--- config.mk ---
export PLATFORM = sky130hd
export DESIGN_NAME = segasys1_hiscore_xfer
export DESIGN_NICKNAME = d
export VERILOG_FILES = /design/src/rtl/segasys1_hs_pkg.sv /design/src/rtl/segasys1_hs_rdpipe.sv /design/src/rtl/segasys1_hiscore_xfer.sv
export SDC_FILE = /design/constraint.sdc
export NUM_CORES = 1
export LEC_CHECK = 0
export CAP_MARGIN = 20
export CORE_MARGIN = 1
export CORE_UTILIZATION = 45
export CTS_BUF_LIST = sky130_fd_sc_hd__clkbuf_16
export DETAILED_ROUTE_END_ITERATION = 7
export PLACE_DENSITY = 0.71
export SETUP_SLACK_MARGIN = 0.02
export SLEW_MARGIN = 20
export SYNTH_ARGS = -nofsm -noshare
export SYNTH_HDL_FRONTEND = slang
export SYNTH_SLANG_ARGS = --single-unit
--- constraint.sdc ---
create_clock -name clk40M -period 4.36 [get_ports clk40M]
set_input_delay 1.09 -clock clk40M [delete_from_list [all_inputs] [get_ports clk40M]]
set_output_delay 1.09 -clock clk40M [all_outputs]
set_load 0.03 [all_outputs]
--- src/rtl/segasys1_hs_pkg.sv ---
// Shared types and defaults for the SEGA System 1/2 hiscore/NVRAM transfer initiator.
package segasys1_hs_pkg;

  typedef enum logic [3:0] {
    S_IDLE    = 4'd0,
    S_SETTLE  = 4'd1,
    S_RD_WAIT = 4'd2,
    S_RD_PUSH = 4'd3,
    S_LD_WAIT = 4'd4,
    S_LD_WR   = 4'd5,
    S_CK_PUSH = 4'd6,
    S_CK_WAIT = 4'd7,
    S_FIN     = 4'd8
  } hs_state_e;

  // HSAD[15:12] value that routes an access to main RAM rather than video RAM
  localparam logic [3:0]  HS_MAIN_RAM_NIB     = 4'hC;

  localparam logic [15:0] HS_DEF_START_ADDR   = 16'hC000;
  localparam logic [15:0] HS_DEF_LENGTH       = 16'd256;
  localparam int          HS_DEF_RD_LAT       = 2;
  localparam int          HS_DEF_PAUSE_SETTLE = 8;

  function automatic logic [7:0] hs_sum_add(input logic [7:0] sum, input logic [7:0] b);
    return sum + b;
  endfunction

  function automatic logic [7:0] hs_sum_neg(input logic [7:0] sum);
    return 8'd0 - sum;
  endfunction

endpackage

--- src/rtl/segasys1_hs_rdpipe.sv ---
// Read-latency counter: raises cap_stb in the RD_LAT-th consecutive cycle that en is held.
module segasys1_hs_rdpipe
  import segasys1_hs_pkg::*;
#(
  parameter int RD_LAT = HS_DEF_RD_LAT
) (
  input  logic clk,
  input  logic reset,
  input  logic en,
  output logic cap_stb
);

  localparam logic [2:0] LAST_CNT = 3'(RD_LAT - 1);

  logic [2:0] cnt_q, cnt_d;

  assign cap_stb = en && (cnt_q == LAST_CNT);

  always_comb begin
    if (en && !cap_stb) begin
      cnt_d = cnt_q + 3'd1;
    end else begin
      cnt_d = 3'd0;
    end
  end

  always_ff @(posedge clk) begin
    if (reset) begin
      cnt_q <= 3'd0;
    end else begin
      cnt_q <= cnt_d;
    end
  end

endmodule

--- src/rtl/segasys1_hiscore_xfer.sv ---
// Hiscore/NVRAM transfer initiator: pauses the core and streams a RAM region out (save) or in (load).
// Optional trailing checksum byte enabled by defining HISCORE_CHECKSUM_EN.
module segasys1_hiscore_xfer
  import segasys1_hs_pkg::*;
#(
  parameter logic [15:0] START_ADDR   = HS_DEF_START_ADDR,
  parameter logic [15:0] LENGTH       = HS_DEF_LENGTH,
  parameter int          RD_LAT       = HS_DEF_RD_LAT,
  parameter int          PAUSE_SETTLE = HS_DEF_PAUSE_SETTLE
) (
  input  logic        clk40M,
  input  logic        reset,
  input  logic        start_save,
  input  logic        start_load,
  output logic [7:0]  sv_data,
  output logic        sv_valid,
  input  logic        sv_ready,
  input  logic [7:0]  ld_data,
  input  logic        ld_valid,
  output logic        ld_ready,
  output logic        busy,
  output logic        done,
  output logic        err,
  output logic        PAUSE_N,
  output logic [15:0] HSAD,
  output logic [7:0]  HSDI,
  input  logic [7:0]  HSDO,
  output logic        HSWE
);

`ifdef HISCORE_CHECKSUM_EN
  localparam bit CK_EN = 1'b1;
`else
  localparam bit CK_EN = 1'b0;
`endif

  localparam logic [15:0] LAST_IDX = LENGTH - 16'd1;

  hs_state_e   state_q, state_d;
  logic [15:0] idx_q, idx_d;
  logic [7:0]  settle_q, settle_d;
  logic        save_q, save_d;
  logic [7:0]  sum_q, sum_d;
  logic [7:0]  sv_data_q, sv_data_d;
  logic        sv_valid_q, sv_valid_d;
  logic        ld_ready_q, ld_ready_d;
  logic        busy_q, busy_d;
  logic        done_q, done_d;
  logic        err_q, err_d;
  logic        pause_n_q, pause_n_d;
  logic [15:0] hsad_q, hsad_d;
  logic [7:0]  hsdi_q, hsdi_d;
  logic        hswe_q, hswe_d;

  logic        cap_stb_s;
  logic        last_s;
  logic        settle_done_s;
  logic        fin_s;

  segasys1_hs_rdpipe #(.RD_LAT(RD_LAT)) u_rdpipe (
    .clk     (clk40M),
    .reset   (reset),
    .en      (state_q == S_RD_WAIT),
    .cap_stb (cap_stb_s)
  );

  assign last_s        = (idx_q == LAST_IDX);
  assign settle_done_s = (int'(settle_q) + 1 >= PAUSE_SETTLE);

  always_comb begin
    state_d    = state_q;
    idx_d      = idx_q;
    settle_d   = settle_q;
    save_d     = save_q;
    sum_d      = sum_q;
    sv_data_d  = sv_data_q;
    sv_valid_d = sv_valid_q;
    ld_ready_d = ld_ready_q;
    busy_d     = busy_q;
    done_d     = 1'b0;
    err_d      = err_q;
    pause_n_d  = pause_n_q;
    hsad_d     = hsad_q;
    hsdi_d     = hsdi_q;
    hswe_d     = 1'b0;
    fin_s      = 1'b0;

    case (state_q)
      S_IDLE: begin
        if (start_save || start_load) begin
          state_d   = S_SETTLE;
          save_d    = start_save;
          pause_n_d = 1'b0;
          busy_d    = 1'b1;
          idx_d     = 16'd0;
          settle_d  = 8'd0;
          sum_d     = 8'd0;
          err_d     = 1'b0;
          hsad_d    = START_ADDR;
        end else begin
          state_d = S_IDLE;
        end
      end
      S_SETTLE: begin
        hsad_d = START_ADDR;
        if (!settle_done_s) begin
          settle_d = settle_q + 8'd1;
        end else if (save_q) begin
          state_d = S_RD_WAIT;
        end else begin
          state_d    = S_LD_WAIT;
          ld_ready_d = 1'b1;
        end
      end
      S_RD_WAIT: begin
        if (cap_stb_s) begin
          sv_data_d  = HSDO;
          sv_valid_d = 1'b1;
          sum_d      = hs_sum_add(sum_q, HSDO);
          state_d    = S_RD_PUSH;
        end else begin
          state_d = S_RD_WAIT;
        end
      end
      S_RD_PUSH: begin
        if (!sv_ready) begin
          state_d = S_RD_PUSH;
        end else if (!last_s) begin
          sv_valid_d = 1'b0;
          idx_d      = idx_q + 16'd1;
          hsad_d     = START_ADDR + idx_q + 16'd1;
          state_d    = S_RD_WAIT;
        end else if (CK_EN) begin
          idx_d     = idx_q + 16'd1;
          sv_data_d = hs_sum_neg(sum_q);
          hsad_d    = START_ADDR;
          state_d   = S_CK_PUSH;
        end else begin
          sv_valid_d = 1'b0;
          idx_d      = idx_q + 16'd1;
          fin_s      = 1'b1;
        end
      end
      S_LD_WAIT: begin
        if (ld_valid && ld_ready_q) begin
          hsdi_d     = ld_data;
          ld_ready_d = 1'b0;
          hswe_d     = 1'b1;
          state_d    = S_LD_WR;
        end else begin
          state_d = S_LD_WAIT;
        end
      end
      S_LD_WR: begin
        idx_d = idx_q + 16'd1;
        sum_d = hs_sum_add(sum_q, hsdi_q);
        if (!last_s) begin
          ld_ready_d = 1'b1;
          hsad_d     = START_ADDR + idx_q + 16'd1;
          state_d    = S_LD_WAIT;
        end else if (CK_EN) begin
          ld_ready_d = 1'b1;
          state_d    = S_CK_WAIT;
        end else begin
          fin_s = 1'b1;
        end
      end
      S_CK_PUSH: begin
        if (sv_ready) begin
          sv_valid_d = 1'b0;
          fin_s      = 1'b1;
        end else begin
          state_d = S_CK_PUSH;
        end
      end
      S_CK_WAIT: begin
        // checksum byte is consumed without a RAM write; earlier writes stand
        if (ld_valid && ld_ready_q) begin
          ld_ready_d = 1'b0;
          err_d      = (hs_sum_add(sum_q, ld_data) != 8'd0);
          fin_s      = 1'b1;
        end else begin
          state_d = S_CK_WAIT;
        end
      end
      S_FIN: begin
        state_d = S_IDLE;
      end
      default: begin
        state_d = S_IDLE;
      end
    endcase

    if (fin_s) begin
      state_d   = S_FIN;
      pause_n_d = 1'b1;
      busy_d    = 1'b0;
      done_d    = 1'b1;
      hsad_d    = START_ADDR;
    end else begin
      state_d = state_d;
    end
  end

  always_ff @(posedge clk40M) begin
    if (reset) begin
      state_q    <= S_IDLE;
      idx_q      <= 16'd0;
      settle_q   <= 8'd0;
      save_q     <= 1'b0;
      sum_q      <= 8'd0;
      sv_data_q  <= 8'd0;
      sv_valid_q <= 1'b0;
      ld_ready_q <= 1'b0;
      busy_q     <= 1'b0;
      done_q     <= 1'b0;
      err_q      <= 1'b0;
      pause_n_q  <= 1'b1;
      hsad_q     <= START_ADDR;
      hsdi_q     <= 8'd0;
      hswe_q     <= 1'b0;
    end else begin
      state_q    <= state_d;
      idx_q      <= idx_d;
      settle_q   <= settle_d;
      save_q     <= save_d;
      sum_q      <= sum_d;
      sv_data_q  <= sv_data_d;
      sv_valid_q <= sv_valid_d;
      ld_ready_q <= ld_ready_d;
      busy_q     <= busy_d;
      done_q     <= done_d;
      err_q      <= err_d;
      pause_n_q  <= pause_n_d;
      hsad_q     <= hsad_d;
      hsdi_q     <= hsdi_d;
      hswe_q     <= hswe_d;
    end
  end

  assign sv_data  = sv_data_q;
  assign sv_valid = sv_valid_q;
  assign ld_ready = ld_ready_q;
  assign busy     = busy_q;
  assign done     = done_q;
  assign err      = CK_EN ? err_q : 1'b0;
  assign PAUSE_N  = pause_n_q;
  assign HSAD     = hsad_q;
  assign HSDI     = hsdi_q;
  assign HSWE     = hswe_q;

endmodule

* After elaboration in Yosys (flattened, before gate mapping)
Cells that the tools add are included.
Cells by class: reduce and logical (&&, ||, !) cells 26, mux-type cells 36, add/subtract/negate cells 6, bitwise gates (word level) 2, $lt $le $gt $ge 1, equal/unequal tests 26
Operator list (count):
- 2-to-1 mux 16 bit | 5
- one-hot mux 16 bit (4 select lines) | 1
- one-hot mux 16 bit (3 select lines) | 1
- adder 16 x 1 -> 16 bit, second input constant | 2
- one-hot mux 4 bit (8 select lines) | 1
- 2-to-1 mux 4 bit | 7
- != test 2 bit, second input constant | 9
- adder 16 bit, first input constant | 1
- equality test 16 x 8 -> 1 bit, second input constant | 1
- equality test 4 x 3 -> 1 bit, second input constant | 4
- 2-to-1 mux 8 bit | 2
- one-hot mux 8 bit (2 select lines) | 1
- != test 3 bit, second input constant | 5
- AND reduction 5 bit | 3
- 2-to-1 mux 1 bit | 14
- AND reduction 3 bit | 4
- OR reduction 2 bit | 5
- adder 8 x 1 -> 9 bit, second input constant | 1
- >= comparator 9 x 4 -> 1 bit, second input constant | 1
- adder 8 x 1 -> 8 bit, second input constant | 1
- equality test 4 x 2 -> 1 bit, second input constant | 2
- AND reduction 2 bit | 3
- nonzero test 3 bit | 2
- equality test 4 x 1 -> 1 bit, second input constant | 1
- 15 further kinds | 20
Storage, ports and cells: bits in registers 70, logic and storage cells 112

* Longest topological paths before layout
Gate-level depths: netlist (run 1).
word-level depth 6, depth in mapped cells 9, mapped depth without buffers 7

* By module
Synthesis (run 1) repeated with hierarchy kept, for this count alone.
Unflattened totals: cell total of the unflattened synthesis 378, area, all modules 3248.1 um^2
Modules (own cells, without submodules):
- segasys1_hiscore_xfer | cells each 364, times used 1, area an instance 3103.0 um^2
- segasys1_hs_rdpipe | cells each 14, times used 1, area an instance 145.1 um^2

* Worst setup path after synthesis (run 1)
OpenSTA, ideal clock, no wires.
kind in2reg, start point input start_save, end point register hsad_q[1], in the netlist HSAD[1], stages 7, arrival time 2230 ps, path buffers 1, slack 2013 ps, library setup time 117 ps, path through or2_2 a22oi_1 o21a_1 a311oi_4 buf_6 mux2i_1 nor2_1
Between the ends: word-level cells in the longest chain between the ends 3
RTL lines:
- from (decl) | RTL line segasys1_hiscore_xfer.sv:13 | input logic start_save,
- logical OR 1 bit | RTL line segasys1_hiscore_xfer.sv:90 | if (start_save || start_load) begin
- != test 2 bit (no source line)
- AND reduction 3 bit (no source line)
- to (signal assigned) | RTL line segasys1_hiscore_xfer.sv:235 | hsad_q <= hsad_d;
- to (decl) | RTL line segasys1_hiscore_xfer.sv:51 | logic [15:0] hsad_q, hsad_d;
No other way between the ends. A chain may end at the register's enable or synchronous reset.

* Worst setup path after layout (run 1)
start point input sv_ready, end point register state_q[1]
Between the ends: word-level cells in the longest chain between the ends 3, elaborated cells on any way between the ends 9, those cells by class eq/ne: 2; mux: 5; reduce/logical: 2
RTL lines:
- from (decl) | RTL line segasys1_hiscore_xfer.sv:17 | input logic sv_ready,
- 2-to-1 mux 1 bit, on equally long branches | RTL line segasys1_hiscore_xfer.sv:169, segasys1_hiscore_xfer.sv:126
- one-hot mux 1 bit (4 select lines) | RTL line segasys1_hiscore_xfer.sv:88 | case (state_q)
- OR reduction 2 bit (no source line)
- to (signal assigned) | RTL line segasys1_hiscore_xfer.sv:223 | state_q <= state_d;
- to (decl) | RTL line segasys1_hiscore_xfer.sv:39 | hs_state_e state_q, state_d;
Several ways; a longest one is shown, not always the timed one.

==> results of run 1 <==
where the power goes:
part / internal (W) / leakage (nW) / switching [W] / total [W]
combinational: 0.000110 / 0.864 / 0.000166 / 0.000276
clock: 0.000497 / 0.157 / 0.000272 / 0.000769
sequential: 0.000659 / 0.566 / 0.0000328 / 0.000692
layout make-up:
cell class	instances	area (sq um)
Timing Repair Buffer	61	606
Sequential cell	70	1400
Tap cell	96	120
Inverter	8	30.0
Clock inverter	7	90.1
Fill cell	626	2720
Multi-Input combinational cell	271	1720
Clock buffer	9	225
cells in the final DEF (no fill, tap or decap), drive strengths merged, types with 9 or more instances in the layout:
cell type      instances
nor3                  13
nand3                  9
inv                    9
clkdlybuf4s50         59
clkbuf                 9
xnor2                 10
dfxtp                 70
nand2                 25
a21oi                 26
nor2                  61
mux2i                 27
critical path, cell delays in order:
cell             delay (ps)
clkdlybuf4s50_1         550
nand2_1                  90
mux2i_1                 180
and2_1                  250
o2bb2ai_2               150
or2_1                   620
nor3_1                  100
path summary, 6_finish.rpt:
kind	startpoint	end	slack, ps	depth (start not counted)
setup / recovery	sv_ready	state_q[1]	1510	7
hold / removal	u_rdpipe.cnt_q[0]	u_rdpipe.cnt_q[0]	450	1
setup reg to reg	idx_q[0]	state_q[1]	1750	7
hold reg to reg	u_rdpipe.cnt_q[0]	u_rdpipe.cnt_q[0]	450	1
through the flow:
| step | area [sq um] | cells | setup WS, ps | power [W] | hold WS [ps] |
|---|---|---|---|---|---|
| 2_1_floorplan | 3270 | 368 | 2010 | 0.000905 | 421 |
| 3_3_place_gp | 3880 | 506 | 1210 | 0.000981 | 437 |
| 3_5_place_dp | 3880 | 506 | 1180 | 0.000982 | 440 |
| 4_1_cts | 4190 | 522 | 1530 | 0.00175 | 453 |
| 5_1_grt | 4190 | 522 | 1360 | 0.00181 | 487 |
| 6_report | 4190 | 522 | 1510 | 0.00174 | 450 |
cells by family (layout without fill, tap and decap cells):
kind of cell             Yosys count  in the layout
adder cells (fa/ha/maj)            4              4
XOR/XNOR                          17             17
multiplexers                      28             28
AND/OR/NAND/NOR                  159            159
other                              1              1
flip-flops                        70             70
buffers and inverters             27             85
AO/OA/AOI/OAI                     62             62
flip-flops by register name (all words and copies together), names as in the netlist:
signal          cells
HSAD               16
HSDI                8
HSWE                1
PAUSE_N             1
busy                1
done                1
idx_q              16
ld_ready            1
save_q              1
settle_q            8
state_q             4
sv_data             8
sv_valid            1
u_rdpipe.cnt_q      3
metal layers:
metal	vias to the layer above	wire length [microns]	global-route usage (%)
met5	-	0	0
met4	0	104	7.60
met3	8	485	7.68
met2	86	3200	33.7
met1	1236	3200	24.1
li1	1387	-	-
==> run metrics, run 1 <==
top-count cell post-synth=dfxtp_1; initial antenna violation count=0; Fin. Hold Viols=0; DR pass1 iterations=4; mux cell area share after synthesis=roughly 8.6%; Commonest cells post-synth=dfxtp_1 (70), nor2_1 (61), mux2i_1 (27); Crit Path Class=primary input to flip-flop; #FFs+latches synth=70; postcts setup bufs=0; XOR/XNOR Fraction of Synth Area=4.55%; first-pass GRT wire length=~12 mm; area delta synth->final=28.2%; Final Core Density=between 60% and 70%; deepest clock path buffer count=2; Yosys warning count=0; CTS sink cnt=70; Setup crit start kind=primary input; outcome=complete, no violations; core area=a little under 7000 sq um; top cells by area, synth=dfxtp_1 (43%), mux2i_1 (8.3%), nor2_1 (7.0%); area leader, netlist=dfxtp_1; Final Max Slew Viols=0; share of the synthesized area in the top cell type=42.9%; post-synthesis sequential area ratio=between 40 and 50%; Row Count=30; IO Count=roughly 60; post-synthesis simple-gate area fraction=about a quarter; CTS Hold Bufs=0; CTS tree=built; CTS root buf=clkbuf_16; Setup violations, final=0; Max-Cap Viols=0; Syn Area/Cell=slightly below 9 sq um; fin crit share=roughly two thirds; IO buf count=59; FMAX=roughly 350 MHz; total wire length=~7 mm; Top FF cell, synth=dfxtp_1; largest net degree at the start of global routing=45; Period minus WS final=2850 ps; clk slew on worst S/H paths=~60 ps; grt ovf=0; Async SR Flop Fraction=0%; DR vias=between 2000 and 3000; Hold Crit Class=flip-flop to flip-flop; initial core utilization=between 40 and 50%; post-synthesis adder-cell area fraction=under 10%; n_diodes=0; Worst Path Required=between 4000 and 5000 ps; Iter 0 DRT Violations=roughly 140; Setup TNS Final=0 ps; die area=approximately 7600 sq um; Post-Syn Nets=slightly below 400; Clock Latency Late Sink=approximately 330 ps; Die Ht=approximately 87 microns; Mapped Cells=between 300 and 400; Chip Width=between 80 and 90 microns; via/cell ratio=around 5.2; CTS resizes=0; RSZ-0062 raised after global routing=no; TritonCTS buffer count=9; worst-margin pin slew=754 ps; Yosys cell types=60; Leak Pwr=1.59 nW; VDD IR max=around 220 uV; remaining antenna violation count=0; largest family of logic cells by synthesized area=simple AND/OR/NAND/NOR gates; RePlAce Congestion=a little over 0.8; Crit. End Element=flip-flop; Crit Path Max Fanout=21; Routed wire per std cell=approximately 13 microns; Final Net Count=447; htree depth=3; GRT Overall Usage=about a fifth; layout cell share with drive strength beyond 1=~7.5%; Post-synth EDFFs=0; number of global-route vias before repair=~2600; Slew headroom=49.8%; DRC viols=0; PD cells=around 410 nW/um^2; Compound-Gate Fraction of Synth Area=about an eighth; dpl hpwl=~4.8 mm; final setup skew=around 7 ps; Worst Path Arrival=approximately 3000 ps; Mapped Area=~3300 sq um
Power figures use the tool's default switching activity.
==> inputs of run 2 (changes only) <==
Clock period 4.36 ns to 2.75 ns, I/O delays scaled along.
==> run 2 against run 1 <==
Sequential power is 56% higher. Global-route usage is 0.61 points higher. Worst hold slack better by 9.1 ps. Largest cell class unchanged. Highest routed layer unchanged.
==> run metrics, run 2 (synthesis gave the netlist of run 1 again) <==
via/cell ratio=between 5 and 6; layout cell share with drive strength beyond 1=~8.3%; Worst Path Arrival=2600 ps; outcome=complete, no violations; DR pass1 iterations=4; n_diodes=0; CTS root buf=clkbuf_16; initial core utilization=47.3%; GRT Overall Usage=21.0%; Flop pwr share=between 40% and 50%; PD cells=just over 600 nW/um^2; Max-Cap Viols=0; Iter 0 DRT Violations=138; flop2flop setup slack=410 ps; Routed wire per std cell=around 14 microns; Worst Path Required=~3000 ps; Buf/Inv on CP=1; switch share=between 20 and 30%; Slew headroom=55.3%; CP Cell Sequence=ha_1 -> nand3_2 -> nor3_2 -> and3_1 -> o2bb2ai_2 -> or2_1 -> buf_4 -> nand2b_1; remaining antenna violation count=0; dpl cell area=3940 sq um; Leak Pwr=around 1.6 nW; part of the power in the clock network=roughly 40%; total wire length=roughly 7.4 mm; core area=approximately 7000 sq um; Tot Pwr=between 0.002 and 0.003 W; CTS tree=built; deepest clock path buffer count=2; hold slack=roughly 460 ps; delay-heaviest family, CP=simple AND/OR/NAND/NOR gates; Row Count=30; first-pass GRT wire length=12.2 mm; hold_sp=u_rdpipe.cnt_q[0]; number of global-route vias before repair=2625; Crit Reg-Reg Endpoint=HSAD[15]; CTS Hold Bufs=0; Clock Latency Late Sink=between 300 and 400 ps; IO Count=61; DR vias=approximately 2800; RSZ-0062 raised after global routing=no; CTS sink cnt=70; CTS resizes=0; Worst path max stage delay=about 450 ps; final setup skew=slightly below 4 ps; Setup TNS Final=0 ps; r2r worst-path depth=8; fillers=about 650; DRC viols=0; clk slew on worst S/H paths=approximately 60 ps; htree depth=3; largest net degree at the start of global routing=30; Period minus WS final=roughly 2300 ps; postcts setup bufs=0; FF-to-FF Start=idx_q[1]; Crit Path Class=flip-flop to flip-flop; Gate power share=between 10% and 20%; Crit Path Max Fanout=9; grt ovf=0; FMAX=427 MHz; internal power=between 0.0015 and 0.002 W; post-route cell area=about 4200 sq um; Final Net Count=roughly 450; TritonCTS buffer count=9; Die Ht=87.2 microns; VDD IR max=402 uV; area delta synth->final=28.4%; commonest cells after routing, fill and taps aside=dfxtp_1 (70), nor2_1 (61), clkdlybuf4s50_1 (59), mux2i_1 (27), a21oi_1 (26); IO buf count=approximately 60; Setup crit start kind=flip-flop; Hold Crit Class=flip-flop to flip-flop; Worst Setup EP=HSAD[15]; Crit. End Element=flip-flop; Final Max Slew Viols=0; initial antenna violation count=0; RePlAce Congestion=0.831; Setup violations, final=0; die area=roughly 7600 sq um; Fin. Hold Viols=0; critical path depth=8; crit path from=idx_q[1]; dpl hpwl=between 5 and 6 mm; commonest non-fill, non-tap cell in the layout=dfxtp_1; Slowest cell on crit path=and3_1; Chip Width=between 80 and 90 microns; worst-margin pin slew=~670 ps; fin crit share=approximately 85%; Net Sw Power=roughly 0.00074 W
## run 2: cell count changes in the layout (fill, tap and decap cells not counted), sizes merged
cell      previous run  this run
bufinv               2         0
clkinvlp             1         2
buf                  2         9
## run 2: how the worst min path moves through the flow
stage	to	slack, ps	cells past startpoint
4_1_cts	u_rdpipe.cnt_q[0]	460	1
5_1_grt	u_rdpipe.cnt_q[0]	480	1
3_3_place_gp	u_rdpipe.cnt_q[0]	440	1
3_5_place_dp	PAUSE_N	440	1
6_report	u_rdpipe.cnt_q[0]	460	1
2_1_floorplan	u_rdpipe.cnt_q[0]	420	1
## run 2: cell type report
class | instances | area [sq um] | share of cell area [%]
multi-input cells | 271 | 1720 | 41.0
well taps | 96 | 120 | 2.86
clock buffers | 9 | 225 | 5.37
repair buffers | 68 | 671 | 16.0
inverters | 8 | 30.0 | 0.715
flip-flops and latches | 70 | 1400 | 33.4
clock inverters | 6 | 31.3 | 0.745
## run 2: through the flow
step,util [%],cells,worst slack [ps]
3_3_place_gp,57.1,513,254
5_1_grt,60.8,528,293
3_5_place_dp,57.1,513,214
6_report,60.8,528,410
4_1_cts,60.8,528,438
2_1_floorplan,-,368,806
## run 2: layer usage
layer | wire length (microns) | track usage (%) | vias up
met5 | 0 | 0 | -
met4 | 138 | 9.09 | 0
met3 | 517 | 7.30 | 14
met2 | 3390 | 33.1 | 107
met1 | 3350 | 26.0 | 1269
li1 | - | - | 1399
## run 2: power groups by stage
stage	Clock, W	Sequential [W]	Combinational (W)
finish	0.00101	0.00108	0.000485
CTS	0.00103	0.00108	0.000484
global placement	0	0.00110	0.000477
detailed placement	0	0.00110	0.000481
floorplan	0	0.00112	0.000319
global route	0.00108	0.00109	0.000530
